[config.mk]
export PLATFORM = sky130hd
export DESIGN_NAME = fir_line_ctrl_flat
export DESIGN_NICKNAME = d
export VERILOG_FILES = /design/src/rtl/fir_line_ctrl_if.sv /design/src/rtl/fir_line_ctrl.sv /design/src/flat_wrapper.sv
export SDC_FILE = /design/constraint.sdc
export NUM_CORES = 1
export LEC_CHECK = 0
export CAP_MARGIN = 10
export CORE_MARGIN = 1
export CORE_UTILIZATION = 32
export DETAILED_ROUTE_END_ITERATION = 7
export PLACE_DENSITY = 0.56
export RECOVER_POWER = 50
export SLEW_MARGIN = 10
export SYNTH_ARGS = -nofsm -noshare
export SYNTH_HDL_FRONTEND = slang
export SYNTH_SLANG_ARGS = --single-unit
[constraint.sdc]
create_clock -name clk -period 2.6 [get_ports clk]
set_input_delay 0.26 -clock clk [delete_from_list [all_inputs] [get_ports clk]]
set_output_delay 0.26 -clock clk [all_outputs]
set_load 0.005 [all_outputs]
[src/rtl/fir_line_ctrl_if.sv]
// Bus bundle for fir_line_ctrl: video sync inputs, line-buffer control and
// window outputs. Define LINE_CTRL_BORDER_EN to add the edge_o border flags.
interface fir_line_ctrl_if;
    logic        dv_i;
    logic        hs_i;
    logic        vs_i;
    logic        wr_en;
    logic [1:0]  wr_sel;
    logic [10:0] addr;
    logic [1:0]  top_sel;
    logic [1:0]  mid_sel;
    logic        win_valid;
    logic [10:0] col_o;
    logic [9:0]  row_o;
    logic        dv_o;
    logic        hs_o;
    logic        vs_o;
    logic        ovf_o;
`ifdef LINE_CTRL_BORDER_EN
    logic [1:0]  edge_o;
`endif

    // Controller side
    modport slave (
        input  dv_i, hs_i, vs_i,
`ifdef LINE_CTRL_BORDER_EN
        output edge_o,
`endif
        output wr_en, wr_sel, addr, top_sel, mid_sel, win_valid,
        output col_o, row_o, dv_o, hs_o, vs_o, ovf_o
    );

    // Video source / filter side
    modport master (
        output dv_i, hs_i, vs_i,
`ifdef LINE_CTRL_BORDER_EN
        input  edge_o,
`endif
        input  wr_en, wr_sel, addr, top_sel, mid_sel, win_valid,
        input  col_o, row_o, dv_o, hs_o, vs_o, ovf_o
    );
endinterface

[src/rtl/fir_line_ctrl.sv]
// 3x3 FIR line-buffer controller: tracks row/column of incoming pixels,
// rotates three line buffers, flags when a full window is available and
// re-times the sync signals to the filter output.
// Optional feature macro: LINE_CTRL_BORDER_EN (adds edge_o, window on every pixel).
module fir_line_ctrl #(
    parameter int MAX_COLS = 1600,
    parameter int MAX_ROWS = 900,
    parameter int PIPE_LAT = 3
) (
    input  logic           clk,
    input  logic           rst,
    fir_line_ctrl_if.slave bus
);
    localparam int          DLY      = PIPE_LAT + 2;
    localparam logic [10:0] COL_FULL = 11'(MAX_COLS);
    localparam logic [9:0]  ROW_LAST = 10'(MAX_ROWS - 1);

    typedef enum logic [1:0] {IDLE, FILL, RUN} state_t;

    state_t      state_q, state_d;
    logic        dv_q, hs_q, vs_q, dvp_q, hsp_q, vsp_q;
    logic        frame_start, line_start, line_end;
    logic [10:0] col_q, col_d, col_cur;
    logic [9:0]  row_q, row_d;
    logic [1:0]  wr_sel_q, wr_sel_d;
    logic        row_sat_q, row_sat_d;
    logic        ovf_q, ovf_d;
    logic        wr_en_q, wr_en_d;
    logic [10:0] addr_q, addr_d;
    logic [9:0]  wr_row_q, wr_row_d;
    logic        wr_run_q, wr_run_d;
    logic        win_valid_q, win_valid_d;
    logic [10:0] col_o_q;
    logic [9:0]  row_o_q;
`ifdef LINE_CTRL_BORDER_EN
    logic [1:0]  edge_q;
`endif
    logic [2:0]  dly_q [DLY];
    logic [2:0]  dly_d [DLY];

    // Input registers plus one more stage for edge detection
    always_ff @(posedge clk) begin
        if (rst) begin
            {dv_q, hs_q, vs_q}    <= '0;
            {dvp_q, hsp_q, vsp_q} <= '0;
        end else begin
            {dv_q, hs_q, vs_q}    <= {bus.dv_i, bus.hs_i, bus.vs_i};
            {dvp_q, hsp_q, vsp_q} <= {dv_q, hs_q, vs_q};
        end
    end

    // State, counters and write-port registers
    always_ff @(posedge clk) begin
        if (rst) begin
            state_q   <= IDLE;
            col_q     <= '0;
            row_q     <= '0;
            wr_sel_q  <= '0;
            row_sat_q <= 1'b0;
            ovf_q     <= 1'b0;
            wr_en_q   <= 1'b0;
            addr_q    <= '0;
            wr_row_q  <= '0;
            wr_run_q  <= 1'b0;
        end else begin
            state_q   <= state_d;
            col_q     <= col_d;
            row_q     <= row_d;
            wr_sel_q  <= wr_sel_d;
            row_sat_q <= row_sat_d;
            ovf_q     <= ovf_d;
            wr_en_q   <= wr_en_d;
            addr_q    <= addr_d;
            wr_row_q  <= wr_row_d;
            wr_run_q  <= wr_run_d;
        end
    end

    // Next-state: frame start wins over everything; a line start in the same
    // cycle as a pixel makes that pixel land in column 0
    always_comb begin
        frame_start = vs_q & ~vsp_q;
        line_start  = hs_q & ~hsp_q;
        line_end    = dvp_q & ~dv_q;
        col_cur     = line_start ? 11'd0 : col_q;
        state_d     = state_q;
        col_d       = col_cur;
        row_d       = row_q;
        wr_sel_d    = wr_sel_q;
        row_sat_d   = row_sat_q;
        ovf_d       = ovf_q;
        wr_en_d     = 1'b0;
        addr_d      = addr_q;
        wr_row_d    = wr_row_q;
        wr_run_d    = wr_run_q;
        if (frame_start) begin
            state_d   = FILL;
            col_d     = '0;
            row_d     = '0;
            wr_sel_d  = '0;
            row_sat_d = 1'b0;
            ovf_d     = 1'b0;
        end else if (state_q != IDLE) begin
            if (dv_q && !row_sat_q) begin
                if (col_cur == COL_FULL) begin
                    ovf_d = 1'b1;
                end else begin
                    wr_en_d  = 1'b1;
                    addr_d   = col_cur;
                    wr_row_d = row_q;
                    wr_run_d = (state_q == RUN);
                    col_d    = col_cur + 11'd1;
                end
            end
            if (line_end && !row_sat_q) begin
                if (row_q == ROW_LAST) begin
                    ovf_d     = 1'b1;
                    row_sat_d = 1'b1;
                end else begin
                    row_d    = row_q + 10'd1;
                    wr_sel_d = (wr_sel_q == 2'd2) ? 2'd0 : wr_sel_q + 2'd1;
                    if (state_q == FILL && row_q == 10'd1)
                        state_d = RUN;
                end
            end
        end
    end

    // Window flag one cycle after the write, matching BRAM read latency
    always_comb begin
`ifdef LINE_CTRL_BORDER_EN
        win_valid_d = wr_en_q;
`else
        win_valid_d = wr_en_q & wr_run_q & (addr_q >= 11'd2);
`endif
    end

    // Window coordinate registers, updated with each written pixel
    always_ff @(posedge clk) begin
        if (rst) begin
            win_valid_q <= 1'b0;
            col_o_q     <= '0;
            row_o_q     <= '0;
`ifdef LINE_CTRL_BORDER_EN
            edge_q      <= '0;
`endif
        end else begin
            win_valid_q <= win_valid_d;
            if (wr_en_q) begin
                col_o_q <= addr_q;
                row_o_q <= wr_row_q;
`ifdef LINE_CTRL_BORDER_EN
                edge_q  <= {wr_row_q < 10'd2, addr_q < 11'd2};
`endif
            end
        end
    end

    // Sync delay line: stage 0 takes the raw inputs, later stages chain
    genvar gi;
    generate
        for (gi = 0; gi < DLY; gi++) begin : g_dly
            if (gi == 0) begin : g_head
                assign dly_d[gi] = {bus.dv_i, bus.hs_i, bus.vs_i};
            end else begin : g_tail
                assign dly_d[gi] = dly_q[gi-1];
            end
        end
    endgenerate

    // Delay line registers
    always_ff @(posedge clk) begin
        if (rst) begin
            for (int i = 0; i < DLY; i++) dly_q[i] <= '0;
        end else begin
            for (int i = 0; i < DLY; i++) dly_q[i] <= dly_d[i];
        end
    end

    assign bus.wr_en     = wr_en_q;
    assign bus.wr_sel    = wr_sel_q;
    assign bus.addr      = addr_q;
    assign bus.top_sel   = (wr_sel_q == 2'd2) ? 2'd0 : wr_sel_q + 2'd1;
    assign bus.mid_sel   = (wr_sel_q == 2'd0) ? 2'd2 : wr_sel_q - 2'd1;
    assign bus.win_valid = win_valid_q;
    assign bus.col_o     = col_o_q;
    assign bus.row_o     = row_o_q;
    assign bus.ovf_o     = ovf_q;
    assign bus.dv_o      = dly_q[DLY-1][2];
    assign bus.hs_o      = dly_q[DLY-1][1];
    assign bus.vs_o      = dly_q[DLY-1][0];
`ifdef LINE_CTRL_BORDER_EN
    assign bus.edge_o    = edge_q;
`endif
endmodule

[src/flat_wrapper.sv]
// flat-port wrapper written by rule: the top's interface ports become plain ports
module fir_line_ctrl_flat 
#(
    parameter int MAX_COLS = 1600,
    parameter int MAX_ROWS = 900,
    parameter int PIPE_LAT = 3
)
  (clk, rst, bus_dv_i, bus_hs_i, bus_vs_i, bus_wr_en, bus_wr_sel, bus_addr, bus_top_sel, bus_mid_sel, bus_win_valid, bus_col_o, bus_row_o, bus_dv_o, bus_hs_o, bus_vs_o, bus_ovf_o);
  fir_line_ctrl_if bus_i ();
  input  logic clk;
  input  logic rst;
  input wire logic [$bits(bus_i.dv_i)-1:0] bus_dv_i;
  input wire logic [$bits(bus_i.hs_i)-1:0] bus_hs_i;
  input wire logic [$bits(bus_i.vs_i)-1:0] bus_vs_i;
  output wire logic [$bits(bus_i.wr_en)-1:0] bus_wr_en;
  output wire logic [$bits(bus_i.wr_sel)-1:0] bus_wr_sel;
  output wire logic [$bits(bus_i.addr)-1:0] bus_addr;
  output wire logic [$bits(bus_i.top_sel)-1:0] bus_top_sel;
  output wire logic [$bits(bus_i.mid_sel)-1:0] bus_mid_sel;
  output wire logic [$bits(bus_i.win_valid)-1:0] bus_win_valid;
  output wire logic [$bits(bus_i.col_o)-1:0] bus_col_o;
  output wire logic [$bits(bus_i.row_o)-1:0] bus_row_o;
  output wire logic [$bits(bus_i.dv_o)-1:0] bus_dv_o;
  output wire logic [$bits(bus_i.hs_o)-1:0] bus_hs_o;
  output wire logic [$bits(bus_i.vs_o)-1:0] bus_vs_o;
  output wire logic [$bits(bus_i.ovf_o)-1:0] bus_ovf_o;
  assign bus_i.dv_i = bus_dv_i;
  assign bus_i.hs_i = bus_hs_i;
  assign bus_i.vs_i = bus_vs_i;
  assign bus_wr_en = bus_i.wr_en;
  assign bus_wr_sel = bus_i.wr_sel;
  assign bus_addr = bus_i.addr;
  assign bus_top_sel = bus_i.top_sel;
  assign bus_mid_sel = bus_i.mid_sel;
  assign bus_win_valid = bus_i.win_valid;
  assign bus_col_o = bus_i.col_o;
  assign bus_row_o = bus_i.row_o;
  assign bus_dv_o = bus_i.dv_o;
  assign bus_hs_o = bus_i.hs_o;
  assign bus_vs_o = bus_i.vs_o;
  assign bus_ovf_o = bus_i.ovf_o;
  fir_line_ctrl #(.MAX_COLS(MAX_COLS), .MAX_ROWS(MAX_ROWS), .PIPE_LAT(PIPE_LAT)) u_core (.clk(clk), .rst(rst), .bus(bus_i));
endmodule
==> impl_metrics.py <==
metrics = {
    "sta": {
        "report.final.hold_viol_count": 0,
        "worstMarginPinSlew_ns": 1.14,
        "maxSlewViolCount": 0,
        "setup_viol_count_final": 0,
        "grt_setup_unrepaired": "false",
        "min_period_ns": 2.08,
        "finalCritPeriodShare_pct": 80.1,
        "timing.slew.headroom_pct": 24.3,
        "setup_tns_ns": 0,
        "fmax_mhz": 480,
        "finalClockSkew_ns": 0.00711,
    },
    "cts": {
        "worst_setup_hold_path_clk_slew_ns": 0.08,
        "cts_max_path_buffers": 2,
        "tritoncts": "built",
        "clk_root_buffer_cell": "sky130_fd_sc_hd__clkbuf_8",
        "numClockSinks": 87,
        "clkLatencyLatePin_ns": 0.35,
        "cts-htree-levels": 3,
        "cts_made_buffers": 9,
        "post_cts_hold_buffer_count": 0,
        "postCtsSetupBuffers": 0,
        "cts_resized": 0,
    },
    "critical_path": {
        "timing.critical_path.fanout_max": 23,
        "crit-reg2reg-launch": "u_core.row_sat_q$_SDFFE_PP0P_",
        "timing.critical_path.required_ns": 2.85,
        "worstPathArrival_ns": 2.33,
        "timing.critical_path.from_type": "primary input",
        "timing.critical_path.to_type": "flip-flop",
        "r2r.worst_path.cells": 4,
        "critical_path.startpoint": "rst",
        "crit_type": "primary input to flip-flop",
    },
    "drt": {
        "detail_route.drc_violations": 0,
        "route.vias.total": 2633,
        "routedWlPerCell_um": 12.5,
        "drt_pass1_iterations": 4,
        "first_iter_violations": 136,
        "route.detailed.vias_per_inst": 4.74,
        "ant_nets": 0,
        "drt-total-wl_um": 6980,
    },
    "synthesis": {
        "ys_warn_count": 0,
        "synth.cell_area_um2": 3460,
        "yosysSeqAreaShare_pct": 50.4,
        "synth.top_cells.by_area": "sky130_fd_sc_hd__dfxtp_1 50%, sky130_fd_sc_hd__mux2i_1 13%, sky130_fd_sc_hd__nand2_1 5.8%",
        "synth_enable_flop_cells": 0,
        "ys_async_sr_fraction_pct": 0,
        "postSynthRegisterBits": 87,
        "synthesis.nets": 379,
        "synth_cell_types": 40,
        "syn_avg_cell_area_um2": 9.37,
        "synth.top_cell.area_share_pct": 50.4,
        "postSynthCellCount": 369,
        "yosys_top_cell_by_area": "sky130_fd_sc_hd__dfxtp_1",
        "dominantRegCellSynth": "sky130_fd_sc_hd__dfxtp_1",
    },
    "grt": {
        "overall_global_routing_usage_pct": 13.3,
        "gr-total-overflow": 0,
        "grt_first_pass_wirelength_um": 11800,
        "grt_antenna_before_repair": 0,
        "maximum_number_of_pins_on_one_net_before_global_route_repair": 39,
        "vias_in_the_first_global_route": 2417,
    },
    "pwr": {
        "total_power_w": 0.00238,
        "pwr_density_cell_nw_per_um2": 558,
        "cellLeakagePower_nw": 1.58,
        "irDropWorstVdd_mv": 0.202,
    },
    "cells_and_area": {
        "antenna_diode_count": 0,
        "final_nets": 425,
        "drive_gt1_share_pct": 5.95,
        "synthToLayoutAreaGrowth_pct": 23.3,
    },
    "placement": {
        "hpwl_um": 4950,
        "port_buffers": 48,
        "gp_congestion": 0.790,
    },
    "floorplan": {
        "floorplan.die_area_um2": 11200,
        "dieWidth_um": 106,
        "ioPinCount": 49,
        "die-height_um": 106,
        "floorplan.initialDensity_pct": 33.2,
        "std_cell_rows": 37,
        "core_area_um2": 10400,
    },
    "worst_hold_path": {
        "hold_path.startpoint": "bus_vs_i",
        "worstHoldPathCells": 2,
        "hold_path.class": "primary input to flip-flop",
    },
    "run": {
        "drv_cap": 0,
    },
    "run_status": {
        "status": "completed",
    },
}
where the power goes:
part	switching, W	total, W	internal [W]	leakage, nW
sequential	0.00000813	0.00135	0.00134	0.702
combinational	0.0000548	0.0000838	0.0000290	0.776
clock	0.000473	0.000944	0.000471	0.0997
total	0.000536	0.00238	0.00184	1.58
through the flow:
| step | util [%] | hold WS (ns) | cell area [µm²] | setup slack [ns] | std cells |
|---|---|---|---|---|---|
| 2_1_floorplan | - | 0.388 | 3460 | 1.04 | 369 |
| 3_3_place_gp | 39.1 | 0.438 | 4070 | 0.763 | 540 |
| 3_5_place_dp | 39.1 | 0.433 | 4070 | 0.715 | 540 |
| 4_1_cts | 41.0 | 0.429 | 4270 | 0.658 | 556 |
| 5_1_grt | 40.9 | 0.433 | 4260 | 0.326 | 556 |
| 6_report | 40.9 | 0.449 | 4260 | 0.517 | 556 |
final timing paths:
path	to	slack [ns]
min reg2reg	u_core.dly_q[0][10]$_SDFF_PP0_	0.45
max	u_core.bus.addr[9]$_SDFFE_PP0P_	0.52
max reg2reg	u_core.col_q[10]$_SDFF_PP0_	0.69
min	u_core.dly_q[0][0]$_SDFF_PP0_	0.45
critical path, stage by stage:
cell	delay (ns)
sky130_fd_sc_hd__dlygate4sd3_1	0.60
sky130_fd_sc_hd__clkbuf_1	0.86
sky130_fd_sc_hd__nor2_1	0.34
sky130_fd_sc_hd__nand2_1	0.18
sky130_fd_sc_hd__mux2i_1	0.08
layout make-up:
| cell class | instances | area (µm²) |
|---|---|---|
| inverters | 7 | 26.3 |
| flip-flops and latches | 87 | 1740 |
| repair buffers | 54 | 518 |
| clock buffers | 11 | 141 |
| clock inverters | 5 | 56.3 |
| multi-input cells | 256 | 1610 |
| well taps | 136 | 170 |
| fillers | 1053 | 6150 |
Yosys cell counts (all sizes together), types with 2 or more instances:
| library cell | n |
|---|---|
| a21oi | 10 |
| a31o | 2 |
| and2 | 2 |
| and3 | 3 |
| buf | 8 |
| clkbuf | 11 |
| dfxtp | 87 |
| ha | 5 |
| inv | 7 |
| mux2i | 45 |
| nand2 | 53 |
| nand2b | 3 |
| nand3 | 17 |
| nand3b | 2 |
| nand4 | 5 |
| nor2 | 36 |
| nor2b | 18 |
| nor3 | 4 |
| nor4 | 7 |
| o21a | 3 |
| o21ai | 8 |
| o21bai | 2 |
| o31ai | 3 |
| or3 | 6 |
| or4 | 6 |
| xnor2 | 5 |
| xor2 | 4 |
flip-flops by register name, summed over array words and instances, names as in the netlist:
name                  flops
u_core.wr_run_q           1
u_core.bus.row_o         10
u_core.bus.addr          11
u_core.wr_row_q          10
u_core.row_sat_q          1
u_core.col_q             11
u_core.row_q             10
u_core.bus.ovf_o          1
u_core.bus.wr_en          1
u_core.bus.win_valid      1
u_core.dly_q             15
u_core.bus.col_o         11
u_core.state_q            2
u_core.bus.wr_sel         2
layout by cell type, fill, tap and decap left out, types with 2 or more instances in the layout:
cell type	n
sky130_fd_sc_hd__a21oi_1	10
sky130_fd_sc_hd__a31o_2	2
sky130_fd_sc_hd__and2_1	2
sky130_fd_sc_hd__and3_1	2
sky130_fd_sc_hd__buf_4	4
sky130_fd_sc_hd__clkbuf_1	3
sky130_fd_sc_hd__clkbuf_8	10
sky130_fd_sc_hd__clkdlybuf4s50_1	22
sky130_fd_sc_hd__clkinv_2	2
sky130_fd_sc_hd__dfxtp_1	87
sky130_fd_sc_hd__dlygate4sd3_1	26
sky130_fd_sc_hd__ha_1	5
sky130_fd_sc_hd__inv_1	7
sky130_fd_sc_hd__mux2i_1	45
sky130_fd_sc_hd__nand2_1	53
sky130_fd_sc_hd__nand2b_1	3
sky130_fd_sc_hd__nand3_1	17
sky130_fd_sc_hd__nand3b_1	2
sky130_fd_sc_hd__nand4_1	5
sky130_fd_sc_hd__nor2_1	36
sky130_fd_sc_hd__nor2b_1	18
sky130_fd_sc_hd__nor3_1	3
sky130_fd_sc_hd__nor4_1	7
sky130_fd_sc_hd__o21a_1	3
sky130_fd_sc_hd__o21ai_0	7
sky130_fd_sc_hd__o21bai_1	2
sky130_fd_sc_hd__o31ai_1	3
sky130_fd_sc_hd__or3_1	5
sky130_fd_sc_hd__or4_1	5
sky130_fd_sc_hd__xnor2_1	5
sky130_fd_sc_hd__xor2_1	4
logic make-up after synthesis:
kind of cell | after synthesis | share of synthesized area [%]
flops | 87 | 50.4
mux | 45 | 13.0
buf+inv | 26 | 3.11
xor+xnor | 9 | 2.28
compound gates | 31 | 5.57
simple gates | 166 | 23.8
fa+ha+maj | 5 | 1.81
per-layer routing:
metal  GRT usage (%)  wire, µm  up-vias
li1                -         -     1355
met1            19.1      3670     1213
met2            18.5      2900       59
met3            3.56       323        6
met4            5.85        80        0
met5               0         0        -
(Power assumes the default switching activity.)
